**src/rtl/fp16_pkg.sv**
```systemverilog
`default_nettype none
// ============================================================================
// Module  : fp16_pkg
// Brief   : Shared FP16 constants, FSM state and operand-class types.
// Revision: 1.0
// ============================================================================
package fp16_pkg;

    localparam int FP16_W = 16;
    localparam int EXP_W  = 5;
    localparam int FRAC_W = 10;
    localparam int BIAS   = 15;
    localparam int SIG_W  = FRAC_W + 1;   // significand with hidden bit
    localparam int Q_W    = FRAC_W + 2;   // quotient bits produced

    localparam logic [FP16_W-1:0] INF  = 16'h7C00;
    localparam logic [FP16_W-1:0] QNAN = 16'h7E00;

    typedef enum logic [1:0] {
        IDLE   = 2'd0,
        DIVIDE = 2'd1,
        DONE   = 2'd2
    } state_t;

    typedef enum logic [1:0] {
        CLS_ZERO   = 2'd0,
        CLS_NORMAL = 2'd1,
        CLS_INF    = 2'd2,
        CLS_NAN    = 2'd3
    } fp_class_t;

    // Subnormals classify as zero: they are flushed on input.
    function automatic fp_class_t fp16_classify(input logic [FP16_W-1:0] x);
        fp_class_t c;
        if (x[FP16_W-2:FRAC_W] == '0)
            c = CLS_ZERO;
        else if (x[FP16_W-2:FRAC_W] == '1)
            c = (x[FRAC_W-1:0] == '0) ? CLS_INF : CLS_NAN;
        else
            c = CLS_NORMAL;
        return c;
    endfunction

endpackage
`default_nettype wire

```
**src/rtl/fp16_div_mant.sv**
```systemverilog
`default_nettype none
// ============================================================================
// Module  : fp16_div_mant
// Brief   : Restoring significand divider, one quotient bit per cycle.
// Revision: 1.0
// ============================================================================
module fp16_div_mant
    import fp16_pkg::*;
(
    input  logic             clk,
    input  logic             rst,
    input  logic             i_start,
    input  logic [SIG_W-1:0] i_a_sig,
    input  logic [SIG_W-1:0] i_d_sig,
    output logic             o_done,
    output logic [Q_W-1:0]   o_q
);

    logic [SIG_W:0]   r_rem;
    logic [SIG_W-1:0] r_div;
    logic [Q_W-1:0]   r_q;
    logic [3:0]       r_cnt;
    logic             r_busy;

    logic             w_ge;
    logic [SIG_W:0]   w_sub;
    logic [SIG_W:0]   w_rem_next;
    logic [Q_W-1:0]   w_q_next;

    assign w_ge       = (r_rem >= {1'b0, r_div});
    assign w_sub      = r_rem - {1'b0, r_div};
    assign w_rem_next = w_ge ? w_sub : r_rem;
    assign w_q_next   = r_q | ({{(Q_W-1){1'b0}}, w_ge} << r_cnt);

    // The final bit is folded in combinationally so the top can capture
    // the complete quotient on the same edge the last step retires.
    assign o_done = r_busy && (r_cnt == 4'd0);
    assign o_q    = w_q_next;

    always_ff @(posedge clk or posedge rst) begin
        if (rst) begin
            r_rem  <= '0;
            r_div  <= '0;
            r_q    <= '0;
            r_cnt  <= '0;
            r_busy <= 1'b0;
        end else if (i_start) begin
            r_rem  <= {1'b0, i_a_sig};
            r_div  <= i_d_sig;
            r_q    <= '0;
            r_cnt  <= 4'(Q_W - 1);
            r_busy <= 1'b1;
        end else if (r_busy) begin
            r_rem <= w_rem_next << 1;
            r_q   <= w_q_next;
            if (r_cnt == 4'd0)
                r_busy <= 1'b0;
            else
                r_cnt <= r_cnt - 4'd1;
        end
    end

endmodule
`default_nettype wire

```
**src/rtl/fp16_divider.sv**
```systemverilog
`default_nettype none
// ============================================================================
// Module  : fp16_divider
// Brief   : Iterative FP16 divider, truncating, fixed 13-cycle latency.
//           Define FP16_DIV_SPECIALS_EN for NaN/infinity operand handling.
// Revision: 1.0
// ============================================================================
module fp16_divider
    import fp16_pkg::*;
(
    input  logic              clock,
    input  logic              reset,
    input  logic              io_in_valid,
    output logic              io_in_ready,
    input  logic [FP16_W-1:0] io_a,
    input  logic [FP16_W-1:0] io_b,
    output logic              io_out_valid,
    input  logic              io_out_ready,
    output logic [FP16_W-1:0] io_y
);

    state_t             r_state;
    state_t             w_state_next;
    logic               r_sign;
    logic signed [6:0]  r_exp;
    logic               r_special;
    logic [FP16_W-1:0]  r_special_y;
    logic [FP16_W-1:0]  r_y;

    logic               w_accept;
    logic               w_sign;
    logic signed [6:0]  w_exp;
    fp_class_t          w_cls_a;
    fp_class_t          w_cls_b;
    logic               w_special;
    logic [FP16_W-1:0]  w_special_y;
    logic               w_mant_done;
    logic [Q_W-1:0]     w_q;
    logic signed [6:0]  w_exp_norm;
    logic [FRAC_W-1:0]  w_frac;
    logic [FP16_W-1:0]  w_result;

    assign w_accept = (r_state == IDLE) && io_in_valid;
    assign w_sign   = io_a[FP16_W-1] ^ io_b[FP16_W-1];
    assign w_exp    = $signed({2'b00, io_a[FP16_W-2:FRAC_W]})
                    - $signed({2'b00, io_b[FP16_W-2:FRAC_W]})
                    + 7'sd15;
    assign w_cls_a  = fp16_classify(io_a);
    assign w_cls_b  = fp16_classify(io_b);

    // Special outcomes are resolved at accept; the divider still runs so
    // every operand class sees the same latency.
    always_comb begin
        w_special   = 1'b0;
        w_special_y = '0;
`ifdef FP16_DIV_SPECIALS_EN
        if (w_cls_a == CLS_NAN || w_cls_b == CLS_NAN ||
            (w_cls_a == CLS_INF  && w_cls_b == CLS_INF) ||
            (w_cls_a == CLS_ZERO && w_cls_b == CLS_ZERO)) begin
            w_special   = 1'b1;
            w_special_y = QNAN;
        end else if (w_cls_a == CLS_INF) begin
            w_special   = 1'b1;
            w_special_y = {w_sign, INF[FP16_W-2:0]};
        end else if (w_cls_b == CLS_INF) begin
            w_special   = 1'b1;
            w_special_y = {w_sign, {(FP16_W-1){1'b0}}};
        end else
`endif
        if (w_cls_b == CLS_ZERO) begin
            w_special   = 1'b1;
            w_special_y = {w_sign, INF[FP16_W-2:0]};
        end else if (w_cls_a == CLS_ZERO) begin
            w_special   = 1'b1;
            w_special_y = {w_sign, {(FP16_W-1){1'b0}}};
        end
    end

    fp16_div_mant u_mant (
        .clk     (clock),
        .rst     (reset),
        .i_start (w_accept),
        .i_a_sig ({1'b1, io_a[FRAC_W-1:0]}),
        .i_d_sig ({1'b1, io_b[FRAC_W-1:0]}),
        .o_done  (w_mant_done),
        .o_q     (w_q)
    );

    assign w_exp_norm = w_q[Q_W-1] ? r_exp : (r_exp - 7'sd1);
    assign w_frac     = w_q[Q_W-1] ? w_q[Q_W-2:1] : w_q[FRAC_W-1:0];

    always_comb begin
        if (r_special)
            w_result = r_special_y;
        else if (w_exp_norm >= 7'sd31)
            w_result = {r_sign, INF[FP16_W-2:0]};
        else if (w_exp_norm <= 7'sd0)
            w_result = {r_sign, {(FP16_W-1){1'b0}}};
        else
            w_result = {r_sign, w_exp_norm[EXP_W-1:0], w_frac};
    end

    always_comb begin
        w_state_next = r_state;
        case (r_state)
            IDLE:    if (io_in_valid)  w_state_next = DIVIDE;
            DIVIDE:  if (w_mant_done)  w_state_next = DONE;
            DONE:    if (io_out_ready) w_state_next = IDLE;
            default:                   w_state_next = IDLE;
        endcase
    end

    always_ff @(posedge clock or posedge reset) begin
        if (reset) begin
            r_state     <= IDLE;
            r_sign      <= 1'b0;
            r_exp       <= '0;
            r_special   <= 1'b0;
            r_special_y <= '0;
            r_y         <= '0;
        end else begin
            r_state <= w_state_next;
            if (w_accept) begin
                r_sign      <= w_sign;
                r_exp       <= w_exp;
                r_special   <= w_special;
                r_special_y <= w_special_y;
            end
            if (w_mant_done)
                r_y <= w_result;
        end
    end

    assign io_in_ready  = (r_state == IDLE);
    assign io_out_valid = (r_state == DONE);
    assign io_y         = r_y;

endmodule
`default_nettype wire

```
**config.mk**
```make
export PLATFORM = sky130hd
export DESIGN_NAME = fp16_divider
export DESIGN_NICKNAME = d
export VERILOG_FILES = /design/src/rtl/fp16_pkg.sv /design/src/rtl/fp16_div_mant.sv /design/src/rtl/fp16_divider.sv
export SDC_FILE = /design/constraint.sdc
export NUM_CORES = 1
export LEC_CHECK = 0
export BUFFER_PORTS_ARGS = -buffer_cell sky130_fd_sc_hd__buf_2
export CELL_PAD_IN_SITES_DETAIL_PLACEMENT = 0
export CELL_PAD_IN_SITES_GLOBAL_PLACEMENT = 1
export CORE_MARGIN = 3
export CORE_UTILIZATION = 30
export CTS_BUF_LIST = sky130_fd_sc_hd__clkbuf_16
export DETAILED_ROUTE_END_ITERATION = 8
export HOLD_SLACK_MARGIN = 0.03
export PLACE_DENSITY_LB_ADDON = 0.1
export SYNTH_ARGS = -nofsm -noshare
export SYNTH_HDL_FRONTEND = slang
export SYNTH_SLANG_ARGS = --single-unit
```
**constraint.sdc**
```tcl
create_clock -name clock -period 5.3 [get_ports clock]
set_clock_uncertainty 0.05 [all_clocks]
set_input_delay 0.265 -clock clock [delete_from_list [all_inputs] [get_ports clock]]
set_output_delay 0.265 -clock clock [all_outputs]
set_load 0.01 [all_outputs]
```
== Word level (Yosys, flattened, before mapping) ==
Cells that the tools add are included.
W data, S select, Z words.

* Register bits after elaboration: 83
* Input bits: 36
* Output and inout bits: 18
* Logic and storage cells: 73

* Add/sub/neg operators: 5
* Magnitude comparators: 3
* Equality and inequality tests: 8
* Shift-type cells: 1
* Mux-type cells: 30
* Bitwise operators: 2
* Reductions and logical operators: 13

{| class="wikitable"
|+ Operators with widths
! cell !! count
|-
| $mux W12 || 4
|-
| $mux W16 || 3
|-
| $mux W15 || 2
|-
| $logic_not A10 Y1 || 2
|-
| $mux W2 || 7
|-
| $ge A12 B11 Y1 || 1
|-
| $mux W4 || 3
|-
| $or A12 B12 Y12 || 1
|-
| $shl A1 B4 Y12 || 1
|-
| $mux W11 || 1
|-
| $sub A11 B11 Y11 || 1
|-
| $eq A5 B5 Y1 const B || 2
|-
| $logic_not A5 Y1 || 2
|-
| $mux W10 || 1
|-
| $add A6 B5 Y7 const B || 1
|-
| $ge A7 B6 Y1 const B || 1
|-
| $le A7 B1 Y1 const B || 1
|-
| $mux W1 || 7
|-
| $mux W7 || 1
|-
| $sub A7 B2 Y7 const B || 1
|-
| $logic_not A2 Y1 || 3
|-
| $ne A2 B1 Y1 const B || 3
|-
| $pmux W2 S3 || 1
|-
| $sub A5 B5 Y6 || 1
|-
| 10 further kinds || 11
|}

== Longest topological paths before layout ==
* Word-level depth: 8
* Mapped depth: 13
* Mapped depth without buffers: 11

== Cells and area by module ==
Synthesis repeated with hierarchy kept, for this count alone.

* Cells, all modules: 459
* Area total of the unflattened synthesis: 4425.5 um^2

{| class="wikitable"
|+ By module, submodules not included
! module !! instances !! cells each !! area an instance (um^2) !! sequential area each (um^2)
|-
| fp16_div_mant || 1 || 272 || 2492.4 || 1001.0
|-
| fp16_divider || 1 || 187 || 1933.1 || 725.7
|}

== Least setup slack after synthesis ==
OpenSTA, ideal clock, no wires.

* Kind: reg-to-reg
* From: reg u_mant.r_div[0]
* To: reg r_y[5] (netlist: io_y[5])
* Setup time: 92 ps
* Arrival: 2674 ps
* Required time: 5158 ps
* Slack: 2485 ps
* Cell stages (with the launch flop): 12
* Path buffers: 1
* Period minus slack after synthesis: 2815 ps
* Path through: dfrtp_1 > ha_1 > fa_1 > nand2b_1 > a21o_1 > a31oi_4 > o31a_1 > mux2i_1 > o211ai_1 > or2_1 > buf_6 > o31ai_2

* Word-level cells in the longest chain between the ends: 8
* Elaborated cells between the ends (all ways): 10
* Classes of those cells: order compare: 3; shift: 1; mux: 5; bitwise: 1

{| class="wikitable"
|+ Ends and longest elaborated chain
! item !! RTL line !! source
|-
| start: declaration || fp16_div_mant.sv:20 || <nowiki>logic [SIG_W-1:0] r_div;</nowiki>
|-
| start signal: assignment || fp16_div_mant.sv:49 || <nowiki>r_div <= i_d_sig;</nowiki>
|-
| $ge A12 B11 Y1 (*) || fp16_div_mant.sv:30 || <nowiki>assign w_ge = (r_rem >= {1'b0, r_div});</nowiki>
|-
| $shl A1 B4 Y12 (*) || fp16_div_mant.sv:33 || <nowiki>assign w_q_next = r_q | ({{(Q_W-1){1'b0}}, w_ge} << r_cnt);</nowiki>
|-
| $or A12 B12 Y12 (*) || fp16_div_mant.sv:33 ||
|-
| $mux W7 || fp16_divider.sv:89 || <nowiki>assign w_exp_norm = w_q[Q_W-1] ? r_exp : (r_exp - 7'sd1);</nowiki>
|-
| $le A7 B1 Y1 || fp16_divider.sv:97 || <nowiki>else if (w_exp_norm <= 7'sd0)</nowiki>
|-
| $mux W15 || fp16_divider.sv:97 ||
|-
| $mux W15 (*) || fp16_divider.sv:95 || <nowiki>else if (w_exp_norm >= 7'sd31)</nowiki>
|-
| $mux W16 (*) || fp16_divider.sv:93 || <nowiki>if (r_special)</nowiki>
|-
| end signal: assignment || fp16_divider.sv:130 || <nowiki>r_y <= w_result;</nowiki>
|-
| end: declaration || fp16_divider.sv:28 || <nowiki>logic [FP16_W-1:0] r_y;</nowiki>
|}

Mark *: on every way between the ends. The rest lies on a longest branch, timed or not.
A chain may end at the register's enable or synchronous reset.

== Worst setup path after layout ==
* From: reg u_mant.r_div[0]
* To: reg r_y[9] (netlist: io_y[9])

The elaborated chain is that of the path after synthesis.

==> metrics.md <==
| Metric | Value |
|---|---|
| Chip height | between 100 and 150 µm |
| Ports | 54 |
| FF+latch count, synth | 69 |
| WS Path Type | reg2reg |
| Met3 wire len | 378 µm |
| Seq. cell area | 1730 µm² |
| Placed insts | between 600 and 700 |
| Clock tree sinks | roughly 70 |
| Root Driver | clkbuf_16 |
| Net Count, Synth | 549 |
| Power Density | roughly 670 nW/µm² |
| Layout area overhead | 16.5% |
| DR vias | between 3,000 and 4,000 |
| Post-synthesis xor/xnor area fraction | 0.0391 |
| Final WS setup | 1820 ps |
| Post-route ant nets | 0 |
| WHS Path Cells | 3 |
| Wl on met1 | 5.38 mm |
| DP HPWL | around 8 mm |
| Tmin final | between 3000 and 4000 ps |
| Via density | about 5 |
| Critical path's slowest cell | o31a_1 |
| Largest family of logic cells by synthesized area | compound AO/OA/AOI/OAI gates |
| Hold WS | between 70 and 80 ps |
| Final Power | 3.34 mW |
| Nets | between 500 and 600 |
| Fillers | about 1,400 |
| Total congestion overflow | 0 |
| RSZ-0062 raised after global routing | no |
| Buffers on Ports | 53 |
| CP Launch Type | register |
| Peak VDD IR | approximately 220 µV |
| Area contributors post-synth | dfrtp_1 41%, nand2_1 6.7%, ha_1 5.6% |
| Post-Synth Adder-Cell Area | 0.0652 |
| Crit. End Element | register |
| Mapped cell area | around 4300 µm² |
| Core Util, Final | 0.366 |
| Async set-reset flop share out of synthesis | 1.00 |
| Resized cells post-CTS | 0 |
| Critical Path, Cell by Cell | ha_1, fa_1, nand2b_1, a21o_1, a31oi_4, o31a_1, mux2i_1, o211ai_1, or2_1, o31ai_2 |
| Largest net degree at the start of global routing | 54 |
| Slew @ Worst Pin | 933 ps |
| CP max FO | 15 |
| Total track usage | 0.149 |
| EDFF count, synth | 0 |
| Sequential element share of the synthesized area | 0.405 |
| Synth Area in Compound Gates | 0.232 |
| DR pass1 iterations | 4 |
| Inserted Diodes | 0 |
| Max Clk Rate | approximately 290 MHz |
| Max Cap Violations | 0 |
| Cell with the most instances after synthesis | nand2_1 |
| Initial antenna violation count | 0 |
| First-pass GRT wire length | 19.1 mm |
| Multi-input gate area | 2310 µm² |
| H-tree lvl count | 3 |
| Core Footprint | ~14,000 µm² |
| Share of cells above drive strength 1 | 0.157 |
| Synth area leader | dfrtp_1 |
| Worst slew margin | 0.378 |
| Die area | approximately 16,000 µm² |
| Gpl congestion | between 0.7 and 0.8 |
| Unique masters post-synth | 63 |
| Post-DP Area | between 4000 and 5000 µm² |
| Commonest cells post-synth | 76 x nand2_1, 69 x dfrtp_1, 44 x o21ai_0, 38 x nor2_1, 29 x inv_1 |
| CP arrival | around 3700 ps |
| Average size of a mapped cell | approximately 8.7 µm² |
| Drt wl/cell | 15.4 µm |
| Post-Syn Instances | roughly 490 |
| Drt total wl | approximately 11 mm |
| Fin. Hold Viols | 0 |
| Clk slew on worst S/H paths | 60 ps |
| Post-synthesis simple-gate area fraction | 0.184 |
| Post-route insts no fill | around 700 |
| Finished Cell Area | approximately 5000 µm² |
| CP peak stage delay | 590 ps |
| Postcts setup bufs | 0 |
| HP Class | in2reg |
| Status | finished clean |
| Clk buf depth | 2 |
| Yosys warning count | 0 |
| Row count | 42 |
| Max layer used | met4 |
| TNS Setup | 0 ps |
| DR WL met2 | 5.12 mm |
| Proportion of synthesized area in mux cells | 0.0220 |
| Crit share post-route | 0.656 |
| FF-to-FF path depth | 10 |
| Pleak | 2.25 nW |
| Top_reg_cell synth | dfrtp_1 |
| DR iter-0 viols | between 200 and 250 |
| CTS Buf Count | 9 |
| Vias in the first global route | between 3,000 and 4,000 |
| Slew Limit Fails | 0 |
| Initial Util | 0.314 |
| Final setup violation count | 0 |
| # DRC | 0 |
| Clk_lat worst skew | 340 ps |
| Post-synth top area share | 0.405 |
| CTS tree | done |
| Req. time, crit path | 5500 ps |
| Dpl ws | 1790 ps |
| Chip width | 125 µm |
==> cell families after synthesis <==
family,Yosys count
xor gates and xnor gates,19
and+or+nand+nor,170
buffers and inverters,56
DFF,69
AOI/OAI and AO/OA,148
muxes,9
adders and majority gates,21
==> per-layer routing <==
layer,vias up,GRT usage
li1,1837,-
met3,11,0.0422
met2,60,0.241
met1,1721,0.197
met5,-,0
met4,0,0.0408
==> path summary, 6_finish.rpt <==
path	startpoint	to	slack (ps)
worst max-delay path	u_mant.r_div[0]	io_y[9]	1820
worst min-delay path	io_a[3]	u_mant.r_rem[3]	70
worst max register to register	u_mant.r_div[0]	io_y[9]	1820
worst min register to register	u_mant.r_div[10]	u_mant.r_div[10]	420
max in group asynchronous	reset	r_exp[0]	3780
min in group asynchronous	reset	u_mant.r_div[6]	400
==> registers in the layout, summed over array words and instances, names as in the netlist <==
register	count
r_state	2
u_mant.r_cnt	4
u_mant.r_rem	12
r_exp	7
u_mant.r_q	12
u_mant.r_div	11
r_special	1
r_special_y	2
io_y	16
r_sign	1
u_mant.r_busy	1
==> where the power goes <==
part	internal [mW]	switching (mW)	total [mW]
clock network	0.357	0.229	0.586
logic	0.730	1.05	1.79
registers	0.758	0.212	0.970
==> timing repair <==
item / CTS / global route
endpoints found under the setup margin: 0 / 0
hold endpoints to repair: 16 / 0
hold buffers: 1 / 0
==> worst max-delay path, delay by kind of cell (launching register included) <==
family / cells / cell delay (ps)
multiplexers: 1 / 260
adder cells (fa/ha/maj): 2 / 630
flip-flops: 1 / 390
AO/OA/AOI/OAI: 5 / 1480
AND/OR/NAND/NOR: 2 / 590
==> layout by cell type (no fill, tap or decap), drive strengths merged, types with 3 or more instances in the layout <==
master / n
a211oi: 12
a21o: 7
a21oi: 23
a31oi: 13
and2: 7
and3: 3
buf: 58
clkbuf: 9
clkinv: 3
dfrtp: 69
ha: 19
inv: 31
mux2: 3
mux2i: 6
nand2: 76
nand3: 7
nor2: 38
nor2b: 9
nor3: 7
nor4: 3
o211ai: 7
o21ai: 50
o311ai: 3
o31ai: 9
or2: 3
or3: 3
xnor2: 11
xor2: 8
==> final cells by class <==
class	count	area share
Clock buffer	9	0.0454
Clock inverter	7	0.0119
Inverter	29	0.0219
Multi-Input combinational cell	367	0.465
Sequential cell	69	0.348
Tap cell	176	0.0444
Timing Repair Buffer	59	0.0631
No activity file was read; power rests on OpenSTA's default activity.
